### src/rtl/conv_ctrl_param.sv
// Parametrised convolution-engine sequencer: loads filter/slice rows, walks MAC windows, packs results.
// Latency: one state per cycle; memory states dwell until mem_rdy, compute states run fixed cycle counts.
// Backpressure: mem_rdy=0 holds LD_FILTER/LD_SLICE/WRITE_MEM with all indices frozen; abort drops to IDLE.
module conv_ctrl_param #(
   parameter int FILT_ROWS    = 4,
   parameter int SLICE_ROWS   = 16,
   parameter int MAC_STEPS    = 16,
   parameter int COL_STEPS    = 13,
   parameter int OUT_PER_WORD = 4,
   parameter int NUM_OUT      = 43,
   parameter int NUM_FILTERS  = 1,
   localparam int FR_W = (FILT_ROWS    > 1) ? $clog2(FILT_ROWS)    : 1,
   localparam int SR_W = (SLICE_ROWS   > 1) ? $clog2(SLICE_ROWS)   : 1,
   localparam int MS_W = (MAC_STEPS    > 1) ? $clog2(MAC_STEPS)    : 1,
   localparam int CS_W = (COL_STEPS    > 1) ? $clog2(COL_STEPS)    : 1,
   localparam int OW_W = (OUT_PER_WORD > 1) ? $clog2(OUT_PER_WORD) : 1,
   localparam int NO_W = (NUM_OUT      > 1) ? $clog2(NUM_OUT)      : 1,
   localparam int NF_W = (NUM_FILTERS  > 1) ? $clog2(NUM_FILTERS)  : 1
) (
   input  logic            clk,
   input  logic            rst,
   input  logic            start,
   input  logic            abort,
   input  logic            mem_rdy,
   output logic            busy,
   output logic            done,
   output logic [3:0]      state,
   output logic            offset_ld,
   output logic            offset_inc,
   output logic [1:0]      mem_adr_sel,
   output logic            filt_wr_en,
   output logic [FR_W-1:0] filt_row,
   output logic            slice_wr_en,
   output logic [SR_W-1:0] slice_row,
   output logic            buf_ld_en,
   output logic [FR_W-1:0] buf_row,
   output logic            mac_en,
   output logic            acc_clr,
   output logic            res_ld,
   output logic [OW_W-1:0] res_slot,
   output logic            mem_wr_en,
   output logic [CS_W-1:0] col_idx,
   output logic [NO_W-1:0] out_idx,
   output logic [NF_W-1:0] filt_idx
);

   localparam logic [3:0] S_IDLE        = 4'd0;
   localparam logic [3:0] S_INIT        = 4'd1;
   localparam logic [3:0] S_LD_FILTER   = 4'd2;
   localparam logic [3:0] S_LD_SLICE    = 4'd3;
   localparam logic [3:0] S_LD_BUFFER   = 4'd4;
   localparam logic [3:0] S_MAC         = 4'd5;
   localparam logic [3:0] S_LD_RESULT   = 4'd6;
   localparam logic [3:0] S_WRITE_MEM   = 4'd7;
   localparam logic [3:0] S_UPDATE      = 4'd8;
   localparam logic [3:0] S_INC_OFFSET  = 4'd9;
   localparam logic [3:0] S_NEXT_FILTER = 4'd10;
   localparam logic [3:0] S_DONE        = 4'd11;

   localparam logic [FR_W-1:0] FR_LAST = FR_W'(FILT_ROWS - 1);
   localparam logic [SR_W-1:0] SR_LAST = SR_W'(SLICE_ROWS - 1);
   localparam logic [MS_W-1:0] MS_LAST = MS_W'(MAC_STEPS - 1);
   localparam logic [CS_W-1:0] CS_LAST = CS_W'(COL_STEPS - 1);
   localparam logic [OW_W-1:0] OW_LAST = OW_W'(OUT_PER_WORD - 1);
   localparam logic [NO_W-1:0] NO_LAST = NO_W'(NUM_OUT - 1);
   localparam logic [NF_W-1:0] NF_LAST = NF_W'(NUM_FILTERS - 1);

   // MAC cycle counter is internal; the datapath only sees mac_en
   logic [MS_W-1:0] mac_cnt;

   // Sequencer state and loop counters; abort and reset both return everything to zero
   always_ff @(posedge clk or posedge rst) begin
      if (rst) begin
         state     <= S_IDLE;
         filt_row  <= '0;
         slice_row <= '0;
         buf_row   <= '0;
         mac_cnt   <= '0;
         res_slot  <= '0;
         out_idx   <= '0;
         col_idx   <= '0;
         filt_idx  <= '0;
      end else if (abort && (state != S_IDLE)) begin
         state     <= S_IDLE;
         filt_row  <= '0;
         slice_row <= '0;
         buf_row   <= '0;
         mac_cnt   <= '0;
         res_slot  <= '0;
         out_idx   <= '0;
         col_idx   <= '0;
         filt_idx  <= '0;
      end else begin
         case (state)
            S_IDLE: begin
               if (start) state <= S_INIT;
            end
            S_INIT: begin
               // start is a level: hold here until the requester lets go
               filt_row  <= '0;
               slice_row <= '0;
               buf_row   <= '0;
               mac_cnt   <= '0;
               res_slot  <= '0;
               out_idx   <= '0;
               col_idx   <= '0;
               filt_idx  <= '0;
               if (!start) state <= S_LD_FILTER;
            end
            S_LD_FILTER: begin
               if (mem_rdy) begin
                  if (filt_row == FR_LAST) begin
                     filt_row <= '0;
                     state    <= S_LD_SLICE;
                  end else begin
                     filt_row <= filt_row + FR_W'(1);
                  end
               end
            end
            S_LD_SLICE: begin
               if (mem_rdy) begin
                  if (slice_row == SR_LAST) begin
                     slice_row <= '0;
                     state     <= S_LD_BUFFER;
                  end else begin
                     slice_row <= slice_row + SR_W'(1);
                  end
               end
            end
            S_LD_BUFFER: begin
               if (buf_row == FR_LAST) begin
                  buf_row <= '0;
                  state   <= S_MAC;
               end else begin
                  buf_row <= buf_row + FR_W'(1);
               end
            end
            S_MAC: begin
               if (mac_cnt == MS_LAST) begin
                  mac_cnt <= '0;
                  state   <= S_LD_RESULT;
               end else begin
                  mac_cnt <= mac_cnt + MS_W'(1);
               end
            end
            S_LD_RESULT: begin
               // a full word or the filter's final result forces a write; otherwise keep packing
               if ((res_slot == OW_LAST) || (out_idx == NO_LAST)) begin
                  state <= S_WRITE_MEM;
               end else begin
                  res_slot <= res_slot + OW_W'(1);
                  out_idx  <= out_idx + NO_W'(1);
                  state    <= S_UPDATE;
               end
            end
            S_WRITE_MEM: begin
               if (mem_rdy) begin
                  res_slot <= '0;
                  if (out_idx == NO_LAST) begin
                     state <= S_NEXT_FILTER;
                  end else begin
                     out_idx <= out_idx + NO_W'(1);
                     state   <= S_UPDATE;
                  end
               end
            end
            S_UPDATE: begin
               if (col_idx == CS_LAST) begin
                  col_idx <= '0;
                  state   <= S_INC_OFFSET;
               end else begin
                  col_idx <= col_idx + CS_W'(1);
                  state   <= S_LD_BUFFER;
               end
            end
            S_INC_OFFSET: begin
               slice_row <= '0;
               state     <= S_LD_SLICE;
            end
            S_NEXT_FILTER: begin
               if (filt_idx == NF_LAST) begin
                  state <= S_DONE;
               end else begin
                  filt_idx  <= filt_idx + NF_W'(1);
                  filt_row  <= '0;
                  slice_row <= '0;
                  buf_row   <= '0;
                  mac_cnt   <= '0;
                  res_slot  <= '0;
                  out_idx   <= '0;
                  col_idx   <= '0;
                  state     <= S_LD_FILTER;
               end
            end
            S_DONE: begin
               // leave IDLE showing clean indices for the next run
               filt_row  <= '0;
               slice_row <= '0;
               buf_row   <= '0;
               mac_cnt   <= '0;
               res_slot  <= '0;
               out_idx   <= '0;
               col_idx   <= '0;
               filt_idx  <= '0;
               state     <= S_IDLE;
            end
            default: begin
               state <= S_IDLE;
            end
         endcase
      end
   end

   // Moore decode of state and counters; memory strobes additionally qualified by mem_rdy
   always_comb begin
      busy        = (state != S_IDLE);
      done        = (state == S_DONE);
      offset_ld   = (state == S_INIT) ||
                    ((state == S_NEXT_FILTER) && (filt_idx != NF_LAST));
      offset_inc  = (state == S_INC_OFFSET);
      filt_wr_en  = (state == S_LD_FILTER) && mem_rdy;
      slice_wr_en = (state == S_LD_SLICE) && mem_rdy;
      buf_ld_en   = (state == S_LD_BUFFER);
      mac_en      = (state == S_MAC);
      acc_clr     = (state == S_LD_RESULT);
      res_ld      = (state == S_LD_RESULT);
      mem_wr_en   = (state == S_WRITE_MEM) && mem_rdy;
      mem_adr_sel = 2'd0;
      case (state)
         S_LD_SLICE:  mem_adr_sel = 2'd1;
         S_WRITE_MEM: mem_adr_sel = 2'd2;
         default:     mem_adr_sel = 2'd0;
      endcase
   end

endmodule

### config.mk
export PLATFORM = sky130hd
export DESIGN_NAME = conv_ctrl_param
export DESIGN_NICKNAME = d
export VERILOG_FILES = /design/src/rtl/conv_ctrl_param.sv
export SDC_FILE = /design/constraint.sdc
export NUM_CORES = 1
export LEC_CHECK = 0
export CORE_UTILIZATION = 57
export CTS_CLUSTER_DIAMETER = 50
export CTS_CLUSTER_SIZE = 28
export DETAILED_ROUTE_END_ITERATION = 6
export DONT_BUFFER_PORTS = 1
export PLACE_DENSITY = 0.74
export SKIP_LAST_GASP = 1
export SYNTH_ARGS = -nofsm -noshare
export SYNTH_HDL_FRONTEND = slang
export SYNTH_SLANG_ARGS = --single-unit
### constraint.sdc
create_clock -name clk -period 1.7 [get_ports clk]
set_input_delay 0.255 -clock clk [delete_from_list [all_inputs] [get_ports clk]]
set_output_delay 0.255 -clock clk [all_outputs]
set_load 0.005 [all_outputs]
==> flow_summary.ini, run 1 <==
[yosys]
netlist_area_um2 = 2110
synthCells = 233
synth.distinct_cells = 72
synth-seq-cells = 28
yosysWarnings = 0
ys.flop_type = dfrtp_1
yosys.area_share.simple_pct = 25.5
async_flop_share_pct = 100
seq_area_frac_synth_pct = 33.2
synth_compound_area_share_pct = 24.4
syn_avg_cell_area_um2 = 9.07
yosys.area_share.adder_pct = 5.33
synth_top_family_by_area = simple AND/OR/NAND/NOR gates
synth_mux_area_share_pct = 3.73
syn-num-nets = 247
synth_enable_flop_cells = 0
synth_xor_area_share_pct = 0.414

[status]
stop_stage = global routing (5_1_grt)
status = did not finish
stop_error = [ERROR DPL-0033] detailed placement checks failed during check placement.

[timing]
worstEpCategory = register data pin
worst_endpoint = res_slot[0]$_DFFE_PP0P_/D

[floorplanning]
die_x_um = 62.9
initial_core_util_pct = 61.4
io_pins = 43
fp-row-count = 21
die_h_um = 62.9

[place]
io_buffers = 0
hpwlAfterDp_um = 4450
gp_congestion = 0.902
placed_area_um2 = 2620

[clock_tree]
numCtsBuffers = 3
clockRootBuffer = clkbuf_8
cts_max_level = 1
clockBufferDepth = 2
clock_sinks = 28

[grt]
grt_max_degree = 29
antenna_found_initial = 1
## repair_timing
action | in CTS
hold buffers | 1
hold endpoints to repair | 28
setup buffers | 19
pin swaps | 22
resized for setup | 45
endpoints found under the setup margin | 32
## through the flow
step | TNS (ns) | setup slack (ns) | std cells | hold WS (ns)
after floorplan | -0.669 | -0.190 | 233 | 0.320
after global placement | -1.06 | -0.107 | 335 | 0.231
after detailed placement | -2.39 | -0.142 | 335 | 0.256
after CTS | -1.18 | -0.135 | 357 | 0.149
## cells in the mapped netlist, types with 2 or more instances
library cell	instances	area share, %
and2_1	2	0.59
o31ai_1	3	1.1
ha_1	9	5.3
nor2_1	20	3.6
o21bai_1	4	1.4
o211ai_1	3	1.1
nand2b_1	9	2.7
dfrtp_1	28	33
a31oi_1	2	0.59
a21oi_1	12	2.8
nand2_1	14	2.5
inv_1	14	2.5
mux2_1	3	1.6
o21ai_1	3	0.71
o2bb2ai_1	2	0.83
nor2b_1	7	2.1
buf_4	5	1.8
and3_1	4	1.2
and2_4	2	0.83
nand3_1	7	1.7
buf_6	4	2.1
o22ai_1	3	0.89
mux2i_1	3	1.4
o32a_1	2	0.95
nor3_1	3	0.71
o21ai_0	10	2.4
nand3b_1	2	0.71
clkbuf_1	2	0.36
a22o_1	7	2.9
nand2b_4	2	1.3
## logic make-up after synthesis
logic type      Yosys count
xor+xnor                  1
mux                       7
simple gates             89
compound gates           71
other cells               1
buf+inv                  27
flops                    28
fa+ha+maj                 9
==> run 2: changes to the inputs <==
--- a/config.mk
+++ b/config.mk
@@ -5,12 +5,10 @@
 export SDC_FILE = /design/constraint.sdc
 export NUM_CORES = 1
 export LEC_CHECK = 0
-export CORE_UTILIZATION = 57
-export CTS_CLUSTER_DIAMETER = 50
-export CTS_CLUSTER_SIZE = 28
+export CORE_UTILIZATION = 40
 export DETAILED_ROUTE_END_ITERATION = 6
 export DONT_BUFFER_PORTS = 1
-export PLACE_DENSITY = 0.74
+export PLACE_DENSITY_LB_ADDON = 0.15
 export SKIP_LAST_GASP = 1
 export SYNTH_ARGS = -nofsm -noshare
 export SYNTH_HDL_FRONTEND = slang
==> constraint.sdc (replaced) <==
create_clock -name clk -period 2.2 [get_ports clk]
set_input_delay 0.33 -clock clk [delete_from_list [all_inputs] [get_ports clk]]
set_output_delay 0.33 -clock clk [all_outputs]
set_load 0.005 [all_outputs]
==> run 2 against run 1 <==
Effect of this change: the flow now finishes, with violations (negative hold slack); synthesized cell count unchanged; synthesized area unchanged.
==> flow_summary.ini, run 2 <==
[worst_setup_path]
cp.arrival_ns = 2.23
rr_worst_depth = 7
critical-path-top-delay-family = simple AND/OR/NAND/NOR gates
end_kind = flip-flop
cp-start-kind = flip-flop
crit_cells = 7
crit_chain = inv_1, ha_1, nand2_1, or3_1, a211o_1, and2_4, mux2_4
worst-path-max-fanout = 6
worstSetupStartpoint = out_idx[0]
r2r_end = out_idx[1]
r2r_setup_slack_ns = 0.14
timing_worst_setup_path_type = flip-flop to flip-flop
max_stage_delay_ns = 0.44
path_buf_inv = 1
cp_data_required_time_ns = 2.37
timing.rr.start = out_idx[0]
crit_slowest_cell = dfrtp_1

[timing]
rsz0062_at_grt = false
slew_viol_final = 0
hold_viol = 3
fin_crit_sh_pct = 93.4
setup_violations = 0
fmax_ghz = 0.486
finClkSkew_ns = 0.00439
fin_crit_ns = 2.06
holdWs_ns = -0.00243
tns_ns = 0

[place]
hpwlAfterDp_um = 4040
io_buffers = 0
gp_congestion = 0.834

[clock_tree]
clock_sinks = 28
cts_max_level = 1
clock_latency_ns = 0.28
ctsHoldBuffers = 0
cts_tree = done
clockBufferDepth = 2
cts_resized = 0
post_cts_buffers = 0
clockRootBuffer = clkbuf_8
clk_pin_slew_ns = 0.10
numCtsBuffers = 3

[status]
status = complete, but fails checks
violations = negative hold slack

[pwr]
irDropWorstVdd_v = 0.000450
p_leak_uw = 0.00104
power_density_nw_per_um2 = 1370

[grt]
antenna_found_initial = 0
grt_remaining_overflow = 0
grt_pass1_wl_um = 8410
grt_max_degree = 29
track_usage_pct = 19.7
grt_pass1_vias = 1653

[floorplanning]
die_h_um = 74.7
die_area_um2 = 5580
io_pins = 43
core_area_um2 = 5110
initial_core_util_pct = 41.4
fp-row-count = 26
die_x_um = 74.7

[finish]
syn_to_final_growth_pct = 11.5
largest_reg_flops = 6
n_antenna_cell = 0
regMostFlops = out_idx
drive_above_1_share_pct = 18.9
final_common_cell = dfrtp_1
mostFrequentLayoutCells = 28 x dfrtp_1, 25 x buf_4, 20 x nor2_1
nets = 264

[drt]
wirelength_um = 5270
wl_per_cell_um = 16.5
drt-initial-drc-count = 76
drcViolationCount = 0
drt_first_pass_iters = 4
post_drt_via_cell_ratio = 5.65
final_antenna_net_count = 0
vias = 1802

[yosys]
syn-num-nets = 247
synth_most_common_cell = dfrtp_1
post-synth-top-area-fraction_pct = 33.2
synth.distinct_cells = 72
seq_area_frac_synth_pct = 33.2
synth_commonest_cells = 28 x dfrtp_1, 20 x nor2_1, 14 x inv_1, 14 x nand2_1, 12 x a21oi_1
ys.flop_type = dfrtp_1
synth_enable_flop_cells = 0
async_flop_share_pct = 100
yosys.area.top_type = dfrtp_1
netlist_area_um2 = 2110
synth.area.top_cells = dfrtp_1 33%, ha_1 5.3%, nor2_1 3.6%
synth-seq-cells = 28
yosysWarnings = 0
syn_avg_cell_area_um2 = 9.07
synthCells = 233

[min_path]
hold_class = input port to async pin

[run]
max_cap_violations = 0
==> run 2: worst max-delay path by stage <==
stage	slack [ns]	end
3_5_place_dp	0.16	out_idx[1]
5_1_grt	0.06	out_idx[1]
3_3_place_gp	0.19	out_idx[1]
2_1_floorplan	0.29	out_idx[1]
6_report	0.14	out_idx[1]
4_1_cts	0.14	out_idx[1]
==> run 2: cell type report <==
type                            count  area, um2
Fill cell                         499       2750
Timing Repair Buffer               25        188
Clock inverter                      1       30.0
Multi-Input combinational cell    178       1260
Clock buffer                        3       41.3
Tap cell                           70       87.6
Inverter                           14       52.6
Sequential cell                    28        701
==> run 2: report_power, final <==
group / internal (uW) / switching (uW) / leakage [uW]
sequential: 671 / 224 / 0.000373
clock: 244 / 180 / 0.0000357
combinational: 897 / 1020 / 0.000632
==> run 2: worst register-to-register path, cell delays in order, from the launching register on <==
cell and delay [ns]:
dfrtp_1 0.44, inv_1 0.11, ha_1 0.14, nand2_1 0.08
or3_1 0.34, a211o_1 0.35, and2_4 0.21, mux2_4 0.29
==> run 2: layer usage <==
| layer | wire length (um) | part of all wire [%] | track usage [%] |
|---|---|---|---|
| met1 | 2470 | 47 | 27.1 |
| met2 | 2560 | 49 | 32.4 |
| met3 | 210 | 4.0 | 3.88 |
| met4 | 23 | 0.44 | 3.77 |
| met5 | 0 | 0 | 0 |
==> run 2: cells by family after synthesis <==
kind of cell / Yosys count / share of synthesized area, %
adder cells (fa/ha/maj): 9 / 5.33
AO/OA/AOI/OAI: 71 / 24.4
buffers and inverters: 27 / 7.34
flip-flops: 28 / 33.2
multiplexers: 7 / 3.73
AND/OR/NAND/NOR: 89 / 25.5
other: 1 / 0.177
XOR/XNOR: 1 / 0.415
==> run 2: metrics by stage <==
stage | setup WS [ns] | area (um2) | cells | util [%] | total power [uW]
final | 0.144 | 2360 | 319 | 46.2 | 3240
after global routing | 0.0587 | 2360 | 319 | 46.2 | 3510
after CTS | 0.143 | 2360 | 319 | 46.2 | 3250
after detailed placement | 0.161 | 2290 | 315 | 44.8 | 2820
after global placement | 0.189 | 2290 | 315 | 44.8 | 2810
after floorplan | 0.291 | 2110 | 233 | - | 2280
(Power assumes the default switching activity.)
==> run 3: changes to the inputs <==
--- a/config.mk
+++ b/config.mk
@@ -8,8 +8,9 @@
 export CORE_UTILIZATION = 40
 export DETAILED_ROUTE_END_ITERATION = 6
 export DONT_BUFFER_PORTS = 1
-export PLACE_DENSITY_LB_ADDON = 0.15
+export PLACE_DENSITY = 0.54
 export SKIP_LAST_GASP = 1
 export SYNTH_ARGS = -nofsm -noshare
 export SYNTH_HDL_FRONTEND = slang
 export SYNTH_SLANG_ARGS = --single-unit
+export TNS_END_PERCENT = 100
==> run 3 against run 2 <==
Effect of this change: the flow now finishes without violations; clock skew increased by 0.00097 ns; total power decreased by 5.7%; fmax increased by 0.53%; register-to-register slack about the same; worst setup slack improved by 0.011 ns; non-clock buffer count decreased by 8; sequential share of layout area increased by 0.99 points; largest cell class unchanged; largest power group unchanged.
==> flow_summary.ini, run 3 (synthesis results as in run 2) <==
[status]
status = complete, no violations

[clock_tree]
numCtsBuffers = 3
clk_pin_slew_ns = 0.10
clockRootBuffer = clkbuf_8
post_cts_buffers = 0
clock_latency_ns = 0.27
clock_sinks = 28
cts_tree = done
cts_resized = 0
cts_max_level = 1
ctsHoldBuffers = 0
clockBufferDepth = 2

[timing]
tns_ns = 0
finClkSkew_ns = 0.00536
fmax_ghz = 0.489
rsz0062_at_grt = false
setup_violations = 0
relSlewSlack_pct = 66.4
worst_slew_pin_slew_ns = 0.505
fin_crit_ns = 2.05
slew_viol_final = 0
fin_crit_sh_pct = 93.0
hold_viol = 0

[worst_setup_path]
cp-start-kind = flip-flop
end_kind = flip-flop
critical-path-top-delay-family = simple AND/OR/NAND/NOR gates
crit_slowest_cell = dfrtp_1
path_buf_inv = 1
crit_chain = inv_1, ha_1, nand2_1, or3_1, a211o_1, and2_4, mux2_4
max_stage_delay_ns = 0.43
cp_data_required_time_ns = 2.36
timing_worst_setup_path_type = flip-flop to flip-flop
cp.arrival_ns = 2.21
worst-path-max-fanout = 6

[min_path]
hold_class = input port to async pin

[finish]
largest_reg_flops = 6
nets = 256
post-route-util_pct = 44.7
n_antenna_cell = 0
mostFrequentLayoutCells = 28 x dfrtp_1, 20 x nor2_1, 17 x buf_4
regMostFlops = out_idx
finalNonFillerCells = 311
syn_to_final_growth_pct = 7.93
final_common_cell = dfrtp_1
drive_above_1_share_pct = 16.2

[pwr]
p_leak_uw = 0.000995
power_frac_comb_pct = 59.3
p_sw_share_pct = 45.7
p_int_uw = 1660
power_density_nw_per_um2 = 1340
clockPowerShare_pct = 10.5
p_switching_uw = 1400
seqPwrFrac_pct = 30.2
irDropWorstVdd_v = 0.000493

[floorplanning]
fp-row-count = 26
die_h_um = 74.7
io_pins = 43
die_area_um2 = 5580
core_area_um2 = 5110
die_x_um = 74.7
initial_core_util_pct = 41.4

[grt]
grt_max_degree = 29
track_usage_pct = 20.1
grt_pass1_wl_um = 8520
grt_remaining_overflow = 0
antenna_found_initial = 0
grt_pass1_vias = 1704

[run]
max_cap_violations = 0

[drt]
drcViolationCount = 0
post_drt_via_cell_ratio = 5.66
wirelength_um = 5220
wl_met2_um = 2530
vias = 1760
maxUsedRoutingLayer = met4
drt-met1-wl_um = 2450
drt_first_pass_iters = 4
final_antenna_net_count = 0
wl_met3_um = 185
wl_per_cell_um = 16.8
drt-initial-drc-count = 126

[place]
io_buffers = 0
gp_congestion = 0.805
post-place-cells = 307
hpwlAfterDp_um = 3940
[run 3: worst paths after layout]
path	depth (start not counted)	slack [ns]	end	startpoint
min in group clk	3	0.26	buf_row[0]	abort
worst max register to register	7	0.15	out_idx[1]	out_idx[0]
max in group asynchronous	2	1.91	col_idx[0]	rst
worst min register to register	1	0.54	slice_row[3]	slice_row[3]
worst max-delay path	7	0.15	out_idx[1]	out_idx[0]
worst min-delay path	2	0.01	filt_row[0]	rst
[run 3: layer usage]
layer,track usage (%),up-vias
li1,-,865
met1,27.5,861
met2,33.7,30
met3,3.21,4
met4,3.98,0
met5,0,-
[run 3: through the flow]
stage	setup WS (ns)	hold WS (ns)	cell area, um2	total power (uW)
2_1_floorplan	0.291	0.395	2110	2280
3_3_place_gp	0.187	0.326	2230	2750
3_5_place_dp	0.164	0.322	2230	2750
4_1_cts	0.140	0.0139	2280	3090
5_1_grt	0.0398	0.0502	2280	3330
6_report	0.155	0.0124	2280	3050
[run 3: power by group through the flow]
stage | Combinational [uW] | Sequential (uW) | Clock (uW)
floorplan | 1440 | 840 | 0
global placement | 1820 | 934 | 0
detailed placement | 1820 | 935 | 0
CTS | 1830 | 925 | 335
global route | 2030 | 956 | 347
finish | 1810 | 924 | 320
[run 3: final cells by class]
class | instances | area, um2
clock buffer | 4 | 55.1
tap | 70 | 87.6
inverter | 14 | 52.6
fill | 532 | 2830
timing repair buffer | 17 | 128
multi-input combinational | 178 | 1260
sequential | 28 | 701
==> run 4: changes to the inputs <==
--- a/config.mk
+++ b/config.mk
@@ -5,6 +5,7 @@
 export SDC_FILE = /design/constraint.sdc
 export NUM_CORES = 1
 export LEC_CHECK = 0
+export CORE_MARGIN = 3
 export CORE_UTILIZATION = 40
 export DETAILED_ROUTE_END_ITERATION = 6
 export DONT_BUFFER_PORTS = 1
==> run 4 against run 3 <==
Effect of this change: the run now ends with negative hold slack left; global-route usage is 2.0 points lower; sequential cell count did not move; hold slack lost 0.014 ns; die area is 11% higher; register-to-register slack got worse by 0.05 ns; largest cell class unchanged; via count up 2.6%; cell count increased by 1.3%.
==> flow_summary.ini, run 4 (synthesis results as in run 2) <==
[worst_setup_path]
timing.rr.start = out_idx[0]
cp-start-kind = flip-flop
end_kind = flip-flop
cp_data_required_time_ns = 2.37
crit_slowest_cell = dfrtp_1
path_buf_inv = 1
worstSetupStartpoint = out_idx[0]
cp.arrival_ns = 2.27
r2r_setup_slack_ns = 0.11
rr_worst_depth = 7
max_stage_delay_ns = 0.43
critical-path-top-delay-family = simple AND/OR/NAND/NOR gates
timing_worst_setup_path_type = flip-flop to flip-flop
crit_chain = inv_1, ha_1, nand2_1, or3_1, a211o_1, and2_4, mux2_4
worst-path-max-fanout = 6
r2r_end = out_idx[1]

[finish]
fin_area_um2 = 2330
regArea_um2 = 701
final_common_cell = dfrtp_1
drive_above_1_share_pct = 18.5
post-route-util_pct = 47.4
multi_input_area_um2 = 1260
largest_reg_flops = 6
n_antenna_cell = 0
syn_to_final_growth_pct = 10.2
fill_cells = 497
mostFrequentLayoutCells = 28 x dfrtp_1, 24 x buf_4, 20 x nor2_1
regMostFlops = out_idx
nets = 263

[grt]
grt_pass1_vias = 1752
grt_pass1_wl_um = 8910
track_usage_pct = 18.1
grt_max_degree = 29
grt_remaining_overflow = 0
antenna_found_initial = 0

[timing]
finClkSkew_ns = 0.00206
tns_ns = 0
relSlewSlack_pct = 65.0
fmax_ghz = 0.478
fin_crit_sh_pct = 95.1
slew_viol_final = 0
worst_slew_pin_slew_ns = 0.525
holdWs_ns = -0.00204
hold_viol = 7
rsz0062_at_grt = false
fin_crit_ns = 2.09
setup_violations = 0

[drt]
final_antenna_net_count = 0
drcViolationCount = 0
drt-initial-drc-count = 163
wl_per_cell_um = 17.1
drt_first_pass_iters = 4
post_drt_via_cell_ratio = 5.73
wirelength_um = 5400
vias = 1806

[place]
io_buffers = 0
hpwlAfterDp_um = 3990
gp_congestion = 0.910
placed_area_um2 = 2270

[status]
status = complete, but fails checks
violations = negative hold slack

[clock_tree]
post_cts_buffers = 0
cts_tree = done
ctsHoldBuffers = 0
cts_max_level = 1
clk_pin_slew_ns = 0.10
clockBufferDepth = 2
numCtsBuffers = 3
clock_latency_ns = 0.28
clock_sinks = 28
cts_resized = 0
clockRootBuffer = clkbuf_8

[pwr]
p_leak_uw = 0.00103
power_density_nw_per_um2 = 1340
power_uw = 3130
irDropWorstVdd_v = 0.000611

[floorplanning]
die_area_um2 = 6190
fp-row-count = 25
die_x_um = 78.7
io_pins = 43
die_h_um = 78.7
core_area_um2 = 4910
initial_core_util_pct = 43.0

[min_path]
hold_class = input port to async pin

[run]
max_cap_violations = 0
==> run 4: cell types whose count changed in the layout (fill, tap and decap cells not counted) <==
| cell | change |
|---|---|
| buf_4 | +7 |
==> run 4: final cells by class <==
class                           count  share of cell area, %
Multi-Input combinational cell    178                   54.0
Sequential cell                    28                   30.1
Inverter                           14                   2.26
Tap cell                           67                   3.60
Timing Repair Buffer               24                   7.73
Clock buffer                        4                   2.36
==> run 4: where the power goes <==
group          switching [uW]  total (uW)  internal, uW  leakage (uW)
logic                    1020        1910           894      0.000627
registers                 220         890           671      0.000373
clock network             170         330           161     0.0000288
==> run 4: worst max-delay path by stage <==
stage	cells after the start	to
floorplan	7	out_idx[1]
detailed placement	7	out_idx[1]
finish	7	out_idx[1]
global route	7	out_idx[1]
CTS	7	out_idx[1]
global placement	7	out_idx[1]
==> run 4: metrics by stage <==
step,setup slack (ns),std cells
6_report,0.108,315
3_5_place_dp,0.125,311
3_3_place_gp,0.136,311
5_1_grt,0.0211,315
2_1_floorplan,0.291,233
4_1_cts,0.106,315
==> run 4: routing by layer <==
layer  up-vias  wire length (um)  global-route usage (%)
li1        878                 -                       -
met3         4               344                    3.56
met1       878              2500                    24.7
met4         0                36                    4.37
met5         -                 0                       0
met2        46              2520                    29.4
